[src/rtl/decoder_proj_fv_if.sv]
// decoder_proj_fv_if: packed input bus plus registered result bus of the
// decoder core. The master side drives io_in and observes the results. The
// slave side, which is the decoder, samples io_in and drives the results.
//
// Handshake: io_in[6] is a valid-only strobe with no ready. The decoder
// accepts every strobe that is high at a rising clk edge. out_valid pulses
// for exactly the cycle after each accepted strobe. The results it
// qualifies hold their values until the next accepted strobe.
interface decoder_proj_fv_if #(
    parameter int CNT_W = 8
);
    logic [6:0]       io_in;
    logic [15:0]      dec_out;
    logic [6:0]       seg_out;
    logic             out_valid;
    logic             err;
    logic [CNT_W-1:0] strobe_cnt;

    modport master (
        output io_in,
        input  dec_out, seg_out, out_valid, err, strobe_cnt
    );

    modport slave (
        input  io_in,
        output dec_out, seg_out, out_valid, err, strobe_cnt
    );
endinterface

[src/rtl/decoder_proj_fv.sv]
// decoder_proj_fv: registered multi-mode 4-bit decoder.
// io_in = {strobe, mode[1:0], value[3:0]}.
// Modes: 00 one-hot, 01 hex, 10 BCD, 11 priority.
// Every result is registered one clock after the strobe is sampled.
// There is no combinational path from io_in to any output.
// Optional macro DECODER_PROJ_FORMAL_EN adds assertions and cover points.
// Functional behaviour is the same with or without the macro.
module decoder_proj_fv #(
    parameter int CNT_W          = 8,
    parameter bit SEG_ACTIVE_LOW = 1'b0
) (
    input logic              clk,
    input logic              rst_n,
    decoder_proj_fv_if.slave bus
);
    // Blank pattern as it appears on the pins. This is also the reset value.
    localparam logic [6:0] SEG_BLANK = SEG_ACTIVE_LOW ? 7'h7F : 7'h00;

    logic             w_strobe;
    logic [1:0]       w_mode;
    logic [3:0]       w_value;
    logic [1:0]       w_idx;
    logic [15:0]      w_dec;
    logic [6:0]       w_seg_hi;
    logic [6:0]       w_seg;
    logic             w_err;

    logic [15:0]      r_dec;
    logic [6:0]       r_seg;
    logic             r_valid;
    logic             r_err;
    logic [CNT_W-1:0] r_cnt;

    assign w_strobe = bus.io_in[6];
    assign w_mode   = bus.io_in[5:4];
    assign w_value  = bus.io_in[3:0];

    // Active-high hex glyph, bit order {g,f,e,d,c,b,a}.
    function automatic logic [6:0] f_glyph(input logic [3:0] d);
        case (d)
            4'h0: f_glyph = 7'h3F;
            4'h1: f_glyph = 7'h06;
            4'h2: f_glyph = 7'h5B;
            4'h3: f_glyph = 7'h4F;
            4'h4: f_glyph = 7'h66;
            4'h5: f_glyph = 7'h6D;
            4'h6: f_glyph = 7'h7D;
            4'h7: f_glyph = 7'h07;
            4'h8: f_glyph = 7'h7F;
            4'h9: f_glyph = 7'h6F;
            4'hA: f_glyph = 7'h77;
            4'hB: f_glyph = 7'h7C;
            4'hC: f_glyph = 7'h39;
            4'hD: f_glyph = 7'h5E;
            4'hE: f_glyph = 7'h79;
            default: f_glyph = 7'h71;
        endcase
    endfunction

    // Index of the highest set bit of value. A zero value is flagged separately.
    always_comb begin
        w_idx = 2'd0;
        casez (w_value)
            4'b1???: w_idx = 2'd3;
            4'b01??: w_idx = 2'd2;
            4'b001?: w_idx = 2'd1;
            default: w_idx = 2'd0;
        endcase
    end

    // Mode decode into the next dec/seg/err values, active-high segments.
    always_comb begin
        w_dec    = 16'h0000;
        w_seg_hi = 7'h00;
        w_err    = 1'b0;
        case (w_mode)
            2'b00: begin
                w_dec    = 16'h0001 << w_value;
                w_seg_hi = f_glyph(w_value);
            end
            2'b01: begin
                w_dec    = {12'h000, w_value};
                w_seg_hi = f_glyph(w_value);
            end
            2'b10: begin
                if (w_value <= 4'd9) begin
                    w_dec    = {12'h000, w_value};
                    w_seg_hi = f_glyph(w_value);
                end else begin
                    w_err = 1'b1;
                end
            end
            default: begin
                if (w_value != 4'd0) begin
                    w_dec    = 16'h0001 << w_idx;
                    w_seg_hi = f_glyph({2'b00, w_idx});
                end else begin
                    w_err = 1'b1;
                end
            end
        endcase
    end

    // Polarity is applied before the register, so the blank pattern inverts too.
    assign w_seg = SEG_ACTIVE_LOW ? ~w_seg_hi : w_seg_hi;

    // Result registers load only on a strobe; out_valid follows the strobe.
    always_ff @(posedge clk or negedge rst_n) begin
        if (!rst_n) begin
            r_dec   <= 16'h0000;
            r_seg   <= SEG_BLANK;
            r_err   <= 1'b0;
            r_valid <= 1'b0;
        end else begin
            r_valid <= w_strobe;
            if (w_strobe) begin
                r_dec <= w_dec;
                r_seg <= w_seg;
                r_err <= w_err;
            end
        end
    end

    // Count of accepted strobes. It sticks at all-ones and does not wrap.
    always_ff @(posedge clk or negedge rst_n) begin
        if (!rst_n) begin
            r_cnt <= '0;
        end else if (w_strobe && (r_cnt != {CNT_W{1'b1}})) begin
            r_cnt <= r_cnt + 1'b1;
        end
    end

    assign bus.dec_out    = r_dec;
    assign bus.seg_out    = r_seg;
    assign bus.err        = r_err;
    assign bus.out_valid  = r_valid;
    assign bus.strobe_cnt = r_cnt;

`ifdef DECODER_PROJ_FORMAL_EN
    // A strobe in mode 00 or 11 produces a one-hot or zero word on the next cycle.
    a_onehot: assert property (@(posedge clk) disable iff (!rst_n)
        (w_strobe && (w_mode == 2'b00 || w_mode == 2'b11)) |=> $onehot0(bus.dec_out));

    // An error result always carries a blank segment pattern.
    a_err_blank: assert property (@(posedge clk) disable iff (!rst_n)
        bus.err |-> (bus.seg_out == SEG_BLANK));

    // out_valid is high only after a strobe was sampled, including the first cycle after reset.
    a_valid_src: assert property (@(posedge clk) disable iff (!rst_n)
        bus.out_valid |-> $past(w_strobe));

    // The strobe counter never decreases while reset is inactive.
    a_cnt_mono: assert property (@(posedge clk) disable iff (!rst_n)
        1'b1 |=> (bus.strobe_cnt >= $past(bus.strobe_cnt)));

    c_mode0: cover property (@(posedge clk) disable iff (!rst_n) w_strobe && w_mode == 2'b00);
    c_mode1: cover property (@(posedge clk) disable iff (!rst_n) w_strobe && w_mode == 2'b01);
    c_mode2: cover property (@(posedge clk) disable iff (!rst_n) w_strobe && w_mode == 2'b10);
    c_mode3: cover property (@(posedge clk) disable iff (!rst_n) w_strobe && w_mode == 2'b11);
`endif
endmodule

[src/flat_wrapper.sv]
// flat-port wrapper written by rule: the top's interface ports become plain ports
module decoder_proj_fv_flat 
#(
    parameter int CNT_W          = 8,
    parameter bit SEG_ACTIVE_LOW = 1'b0
)
  (clk, rst_n, bus_io_in, bus_dec_out, bus_seg_out, bus_out_valid, bus_err, bus_strobe_cnt);
  decoder_proj_fv_if #(.CNT_W(CNT_W)) bus_i ();
  input logic clk;
  input logic rst_n;
  input wire logic [$bits(bus_i.io_in)-1:0] bus_io_in;
  output wire logic [$bits(bus_i.dec_out)-1:0] bus_dec_out;
  output wire logic [$bits(bus_i.seg_out)-1:0] bus_seg_out;
  output wire logic [$bits(bus_i.out_valid)-1:0] bus_out_valid;
  output wire logic [$bits(bus_i.err)-1:0] bus_err;
  output wire logic [$bits(bus_i.strobe_cnt)-1:0] bus_strobe_cnt;
  assign bus_i.io_in = bus_io_in;
  assign bus_dec_out = bus_i.dec_out;
  assign bus_seg_out = bus_i.seg_out;
  assign bus_out_valid = bus_i.out_valid;
  assign bus_err = bus_i.err;
  assign bus_strobe_cnt = bus_i.strobe_cnt;
  decoder_proj_fv #(.CNT_W(CNT_W), .SEG_ACTIVE_LOW(SEG_ACTIVE_LOW)) u_core (.clk(clk), .rst_n(rst_n), .bus(bus_i));
endmodule
[config.mk]
export PLATFORM = sky130hd
export DESIGN_NAME = decoder_proj_fv_flat
export DESIGN_NICKNAME = d
export VERILOG_FILES = /design/src/rtl/decoder_proj_fv_if.sv /design/src/rtl/decoder_proj_fv.sv /design/src/flat_wrapper.sv
export SDC_FILE = /design/constraint.sdc
export NUM_CORES = 1
export LEC_CHECK = 0
export ABC_AREA = 1
export CORE_MARGIN = 4
export CORE_UTILIZATION = 54
export CTS_BUF_LIST = sky130_fd_sc_hd__clkbuf_4 sky130_fd_sc_hd__clkbuf_8 sky130_fd_sc_hd__clkbuf_16
export DETAILED_ROUTE_END_ITERATION = 6
export PLACE_DENSITY = 0.92
export SETUP_SLACK_MARGIN = 0.02
export SLEW_MARGIN = 20
export SYNTH_ARGS = -nofsm -noshare
export SYNTH_HDL_FRONTEND = slang
export SYNTH_SLANG_ARGS = --single-unit
[constraint.sdc]
create_clock -name clk -period 2.5 [get_ports clk]
set_input_delay 0.5 -clock clk [delete_from_list [all_inputs] [get_ports clk]]
set_output_delay 0.5 -clock clk [all_outputs]
set_load 0.05 [all_outputs]
==> impl_metrics.ini, run 1 <==
[placement]
place.gp.congestion = 0.910
dp.cells = 321
port_buffers = 41
dp_hpwl_um = 3320

[power]
peakVddDrop_uv = 344
p_leak_nw = 1.13
power_mw = 1.79
power.density_mw_per_mm2 = 747

[final_layout]
final_util = 0.718
antenna_cells = 0
ff_latch_area_um2 = 826
stdcell_count = 329
multi_input_area_um2 = 898
fillers = 271
syn_to_final_growth_pct = 28.8
fin_nets = 300
drive_gt1_frac = 0.106

[yosys]
avgSynthCellArea_um2 = 7.86
synthFlopType = dfrtp_1
ys_seq_area_frac = 0.444
synth_top_area_frac = 0.444
yosys_warnings = 0
synth_edf_count = 0
syn_inst = 237
synth-async-reset-ratio = 1.00
synth_top_cell_by_area = dfrtp_1
synth_area_mm2 = 0.00186
syn_nets = 255
yosysMostFrequentCell = nand2_1
yosysUniqueCellTypes = 29
synthTopCellsByArea = dfrtp_1, nand2_1, ha_1
ys_ff_latch = 33
synth_common_cells = nand2_1, dfrtp_1, nor2_1

[run_status]
outcome = finished clean

[sta]
hold_viol = 0
hold_ws_ns = 0.506
finalSetupTns_ns = 0
drv_slew = 0
fin_crit_ns = 2.10
tightestPinTransition_ns = 0.509
fin_crit_sh = 0.839
slew_headroom = 0.660
skew_ns = 0.00440
fmax_mhz = 477
setup_viol = 0
rsz0062_at_grt = no

[die]
io_pins = 42
die_y_um = 66.7
rows = 21
die-area_mm2 = 0.00445
core_area_mm2 = 0.00334
initial_core_util = 0.558
die_w_um = 66.7

[cts]
htreeDepth = 2
cts_repair_resize_count = 0
postCtsSetupBuffers = 0
root_buffer = clkbuf_4
cts_buffers = 5
cts_sinks = 33
cts.clk_slew.worst_paths_ns = 0.09
hold_buffers = 0
clock_latency_ns = 0.33
clk_path_buf_depth = 2
cts_tree = yes

[global_route]
grt_pass1_wl_um = 7290
grt_pass1_vias = 1665
grt_use_total = 0.213
grt_start_max_net_pins = 34
antenna_found_initial = 0
gr-total-overflow = 0

[critical_path]
worstSetupPathType = reg2out
max_stage_delay_ns = 0.83
cp.arrival_ns = 1.60
worstSetupStartpointType = register
crit_fanout = 5
r2r_setup_slack_ns = 1.08
crit_chain = clkdlybuf4s50_1
end_kind = output port
worst-path-buf-inv = 1
crit_family = buffers and inverters
crit_path_top_delay_cell = clkdlybuf4s50_1
cp.required_ns = 2.00

[drt]
first_iter_violations = 115
num_vias = 1710
drc = 0
drt_first_pass_iters = 4
via_per_inst = 5.20
routed_wl_um = 4220
ant_nets = 0
wl_per_cell_um = 12.8

[flow_run]
maxCapViolCount = 0

[worst_hold_path]
hp-class = reg2reg
## worst register-to-register path, delay by kind of cell (launching register included)
kind                       cells  cell delay [ns]
DFF                            1             0.43
AOI/OAI and AO/OA              1             0.26
adders and majority gates      1             0.23
and+or+nand+nor                2             0.18
xor gates and xnor gates       1             0.14
buffers and inverters          1             0.07
## cell families after synthesis
| kind of cell | after synthesis | synth area share |
|---|---|---|
| compound gates | 34 | 0.106 |
| xor+xnor | 7 | 0.0329 |
| fa+ha+maj | 9 | 0.0605 |
| buf+inv | 30 | 0.0739 |
| flops | 33 | 0.444 |
| simple gates | 124 | 0.283 |
## power by group
part | switching (mW) | internal [mW] | leakage [nW]
clock network | 0.171 | 0.250 | 0.0489
registers | 0.0729 | 0.608 | 0.420
logic | 0.458 | 0.230 | 0.658
total | 0.702 | 1.09 | 1.13
## flip-flops by register name, indices dropped and copies added (netlist names)
name	flops
u_core.bus.dec_out	16
u_core.bus.err	1
u_core.bus.seg_out	7
u_core.bus.out_valid	1
u_core.bus.strobe_cnt	8
## per-stage QoR
| step | setup slack [ns] | instance area [µm²] |
|---|---|---|
| 2_1_floorplan | 0.912 | 1860 |
| 3_3_place_gp | 0.363 | 2310 |
| 3_5_place_dp | 0.291 | 2310 |
| 4_1_cts | 0.391 | 2400 |
| 5_1_grt | 0.345 | 2400 |
| 6_report | 0.403 | 2400 |
## cell type report
type | instances | share of cell area
timing repair buffer | 45 | 0.184
clock inverter | 1 | 0.0125
clock buffer | 7 | 0.0245
sequential | 33 | 0.344
tap | 46 | 0.0240
multi-input combinational | 174 | 0.375
inverter | 23 | 0.0360
## worst paths after layout
kind	from	to	cells after the start
min in group asynchronous	rst_n	u_core.bus.strobe_cnt[0]	2
hold reg to reg	u_core.bus.dec_out[14]	u_core.bus.dec_out[14]	2
setup / recovery	u_core.bus.strobe_cnt[5]	bus_strobe_cnt[5]	1
hold / removal	u_core.bus.dec_out[14]	u_core.bus.dec_out[14]	2
setup reg to reg	u_core.bus.strobe_cnt[0]	u_core.bus.strobe_cnt[2]	6
max in group asynchronous	rst_n	u_core.bus.seg_out[4]	2
## routing by layer
metal,share of wire,global-route usage
met3,0.077,0.0422
met4,0.023,0.0812
met2,0.50,0.373
met1,0.40,0.256
met5,0,0
## placed cells by master, fill, tap and decap left out, types with 3 or more instances in the layout
master / Yosys / routed
nand2_2: 5 / 5
nand3_1: 10 / 10
clkbuf_4: 0 / 6
o21ai_1: 11 / 11
xnor2_1: 5 / 5
nor2_1: 25 / 25
or2_2: 3 / 3
o31ai_1: 3 / 3
inv_2: 6 / 6
ha_1: 9 / 9
a21oi_1: 8 / 8
buf_4: 2 / 4
clkdlybuf4s50_1: 0 / 41
inv_1: 16 / 16
dfrtp_1: 33 / 33
nand4_1: 5 / 5
o21ai_0: 7 / 7
nand2_1: 70 / 70
(Power assumes the default switching activity.)
==> run 2, diff against run 1 <==
--- a/config.mk
+++ b/config.mk
@@ -7,10 +7,10 @@
 export LEC_CHECK = 0
 export ABC_AREA = 1
 export CORE_MARGIN = 4
-export CORE_UTILIZATION = 54
+export CORE_UTILIZATION = 45
 export CTS_BUF_LIST = sky130_fd_sc_hd__clkbuf_4 sky130_fd_sc_hd__clkbuf_8 sky130_fd_sc_hd__clkbuf_16
 export DETAILED_ROUTE_END_ITERATION = 6
-export PLACE_DENSITY = 0.92
+export PLACE_DENSITY = 0.83
 export SETUP_SLACK_MARGIN = 0.02
 export SLEW_MARGIN = 20
 export SYNTH_ARGS = -nofsm -noshare
==> constraint.sdc (replaced) <==
create_clock -name clk -period 1.7 [get_ports clk]
set_input_delay 0.34 -clock clk [delete_from_list [all_inputs] [get_ports clk]]
set_output_delay 0.34 -clock clk [all_outputs]
set_load 0.05 [all_outputs]
==> impl_metrics.ini, run 2 (synthesized netlist as in run 1, its figures left out) <==
[cts]
cts_buffers = 5
htreeDepth = 2
cts.clk_slew.worst_paths_ns = 0.07
cts_sinks = 33
clk_path_buf_depth = 2
root_buffer = clkbuf_8
cts_tree = yes
clock_latency_ns = 0.28

[power]
p_leak_nw = 1.29
pwr-share-seq = 0.384
p_comb_frac = 0.386
sw_frac_of_total = 0.407
power.density_mw_per_mm2 = 1060
clkPwrFrac = 0.230
power_mw = 2.64
p_int_mw = 1.57
p_sw_mw = 1.07
peakVddDrop_uv = 454

[sta]
finalSetupTns_ns = 0
fmax_mhz = 656
slew_headroom = 0.727
tightestPinTransition_ns = 0.410
drv_slew = 0
hold_viol = 0
fin_crit_ns = 1.53
rsz0062_at_grt = no
setup_viol = 0
fin_crit_sh = 0.897
skew_ns = 0.00417

[die]
rows = 23
core_area_mm2 = 0.00400
die_y_um = 72.3
die_w_um = 72.3
io_pins = 42
die-area_mm2 = 0.00523
initial_core_util = 0.465

[placement]
dp_hpwl_um = 3610
dpl_cell_area_mm2 = 0.00240
place.gp.congestion = 0.872
dp.cells = 346
port_buffers = 41

[critical_path]
crit_fanout = 5
worst-path-buf-inv = 3
crit_path_frequent_cell = nor2_1
cp.required_ns = 1.92
crit_path_top_delay_cell = clkdlybuf4s50_1
crit_family = buffers and inverters
crit_chain = clkdlybuf4s50_1, inv_1, buf_4, ha_1, o211ai_1, nand2_1, nor2_2, nor2_1, nor2_1
worstSetupPathType = in2reg
worstSetupStartpointType = input pin
max_stage_delay_ns = 0.47
end_kind = register
cp.arrival_ns = 1.74

[global_route]
gr-total-overflow = 0
grt_pass1_vias = 1732
grt_pass1_wl_um = 7630
grt_use_total = 0.184
grt_start_max_net_pins = 34
antenna_found_initial = 0

[final_layout]
drive_gt1_frac = 0.281
antenna_cells = 0
fillers = 348
syn_to_final_growth_pct = 34.2
final_area_mm2 = 0.00250
ff_latch_area_um2 = 826
fin_nets = 321
layout_common_cells = nand2_1, buf_4, dfrtp_1
final_util = 0.625
stdcell_count = 353
largest_reg_flops = 16
final_common_cell = nand2_1
multi_input_area_um2 = 903

[drt]
wl_per_cell_um = 13.1
routed_wl_um = 4620
via_per_inst = 4.98
ant_nets = 0
drc = 0
first_iter_violations = 121
drt_first_pass_iters = 4
num_vias = 1758

[worst_hold_path]
hp-class = in2async

[run_status]
outcome = finished clean

[flow_run]
maxCapViolCount = 0
-- run 2: cell count changes in the layout (fill, tap and decap cells not counted) --
cell,previous run,this run
buf_12,0,1
buf_4,4,57
bufinv_16,1,0
clkbuf_4,6,1
clkbuf_8,1,6
clkdlybuf4s50_1,41,7
dlymetal6s2s_1,0,1
nand2_1,70,69
nand2_2,5,6
nor2_1,25,24
nor2_2,2,3
-- run 2: through the flow --
| stage | hold slack [ns] | setup WS [ns] |
|---|---|---|
| 4_1_cts | 0.482 | 0.139 |
| 3_3_place_gp | 0.475 | -0.110 |
| 6_report | 0.466 | 0.175 |
| 2_1_floorplan | 0.0444 | 0.112 |
| 5_1_grt | 0.510 | 0.0254 |
| 3_5_place_dp | 0.475 | -0.159 |
-- run 2: final cells by class --
type | count | area share
multi-input combinational | 174 | 0.362
sequential | 33 | 0.330
tap | 50 | 0.0250
clock buffer | 7 | 0.0361
inverter | 23 | 0.0346
timing repair buffer | 66 | 0.212
-- run 2: power groups by stage --
stage	logic, mW	registers [mW]	clock network (mW)
final	1.02	1.01	0.606
after global routing	1.10	1.03	0.645
after CTS	1.02	1.01	0.614
after detailed placement	1.02	1.02	0
after global placement	0.999	1.02	0
after floorplan	0.297	1.39	0
-- run 2: repair_timing --
item                                    CTS  global route
hold buffers                              0             0
resized for setup                         0             3
buffers inserted                          0             0
endpoints found under the setup margin    0             3
-- run 2: final timing paths --
path / startpoint / end / slack [ns] / cells past startpoint
setup / recovery: bus_io_in[0] / u_core.bus.seg_out[3] / 0.17 / 9
hold / removal: rst_n / u_core.bus.dec_out[12] / 0.47 / 2
setup reg to reg: u_core.bus.strobe_cnt[0] / u_core.bus.strobe_cnt[3] / 0.20 / 6
hold reg to reg: u_core.bus.dec_out[14] / u_core.bus.dec_out[14] / 0.49 / 2
max in group asynchronous: rst_n / u_core.bus.strobe_cnt[4] / 0.94 / 2
min in group clk: u_core.bus.dec_out[14] / u_core.bus.dec_out[14] / 0.49 / 2
-- run 2: per-layer routing --
layer,vias up,GRT usage,share of wire
met5,-,0,0
met4,0,0.0501,0.012
met3,6,0.0457,0.057
met2,46,0.319,0.49
met1,819,0.228,0.44
li1,887,-,-
-- run 2: worst reg2reg max path: cells and delay by family (launching register included) --
kind            cells  cell delay (ns)
compound gates      1             0.28
buf+inv             1             0.08
flops               1             0.43
fa+ha+maj           1             0.24
xor+xnor            1             0.15
simple gates        2             0.21
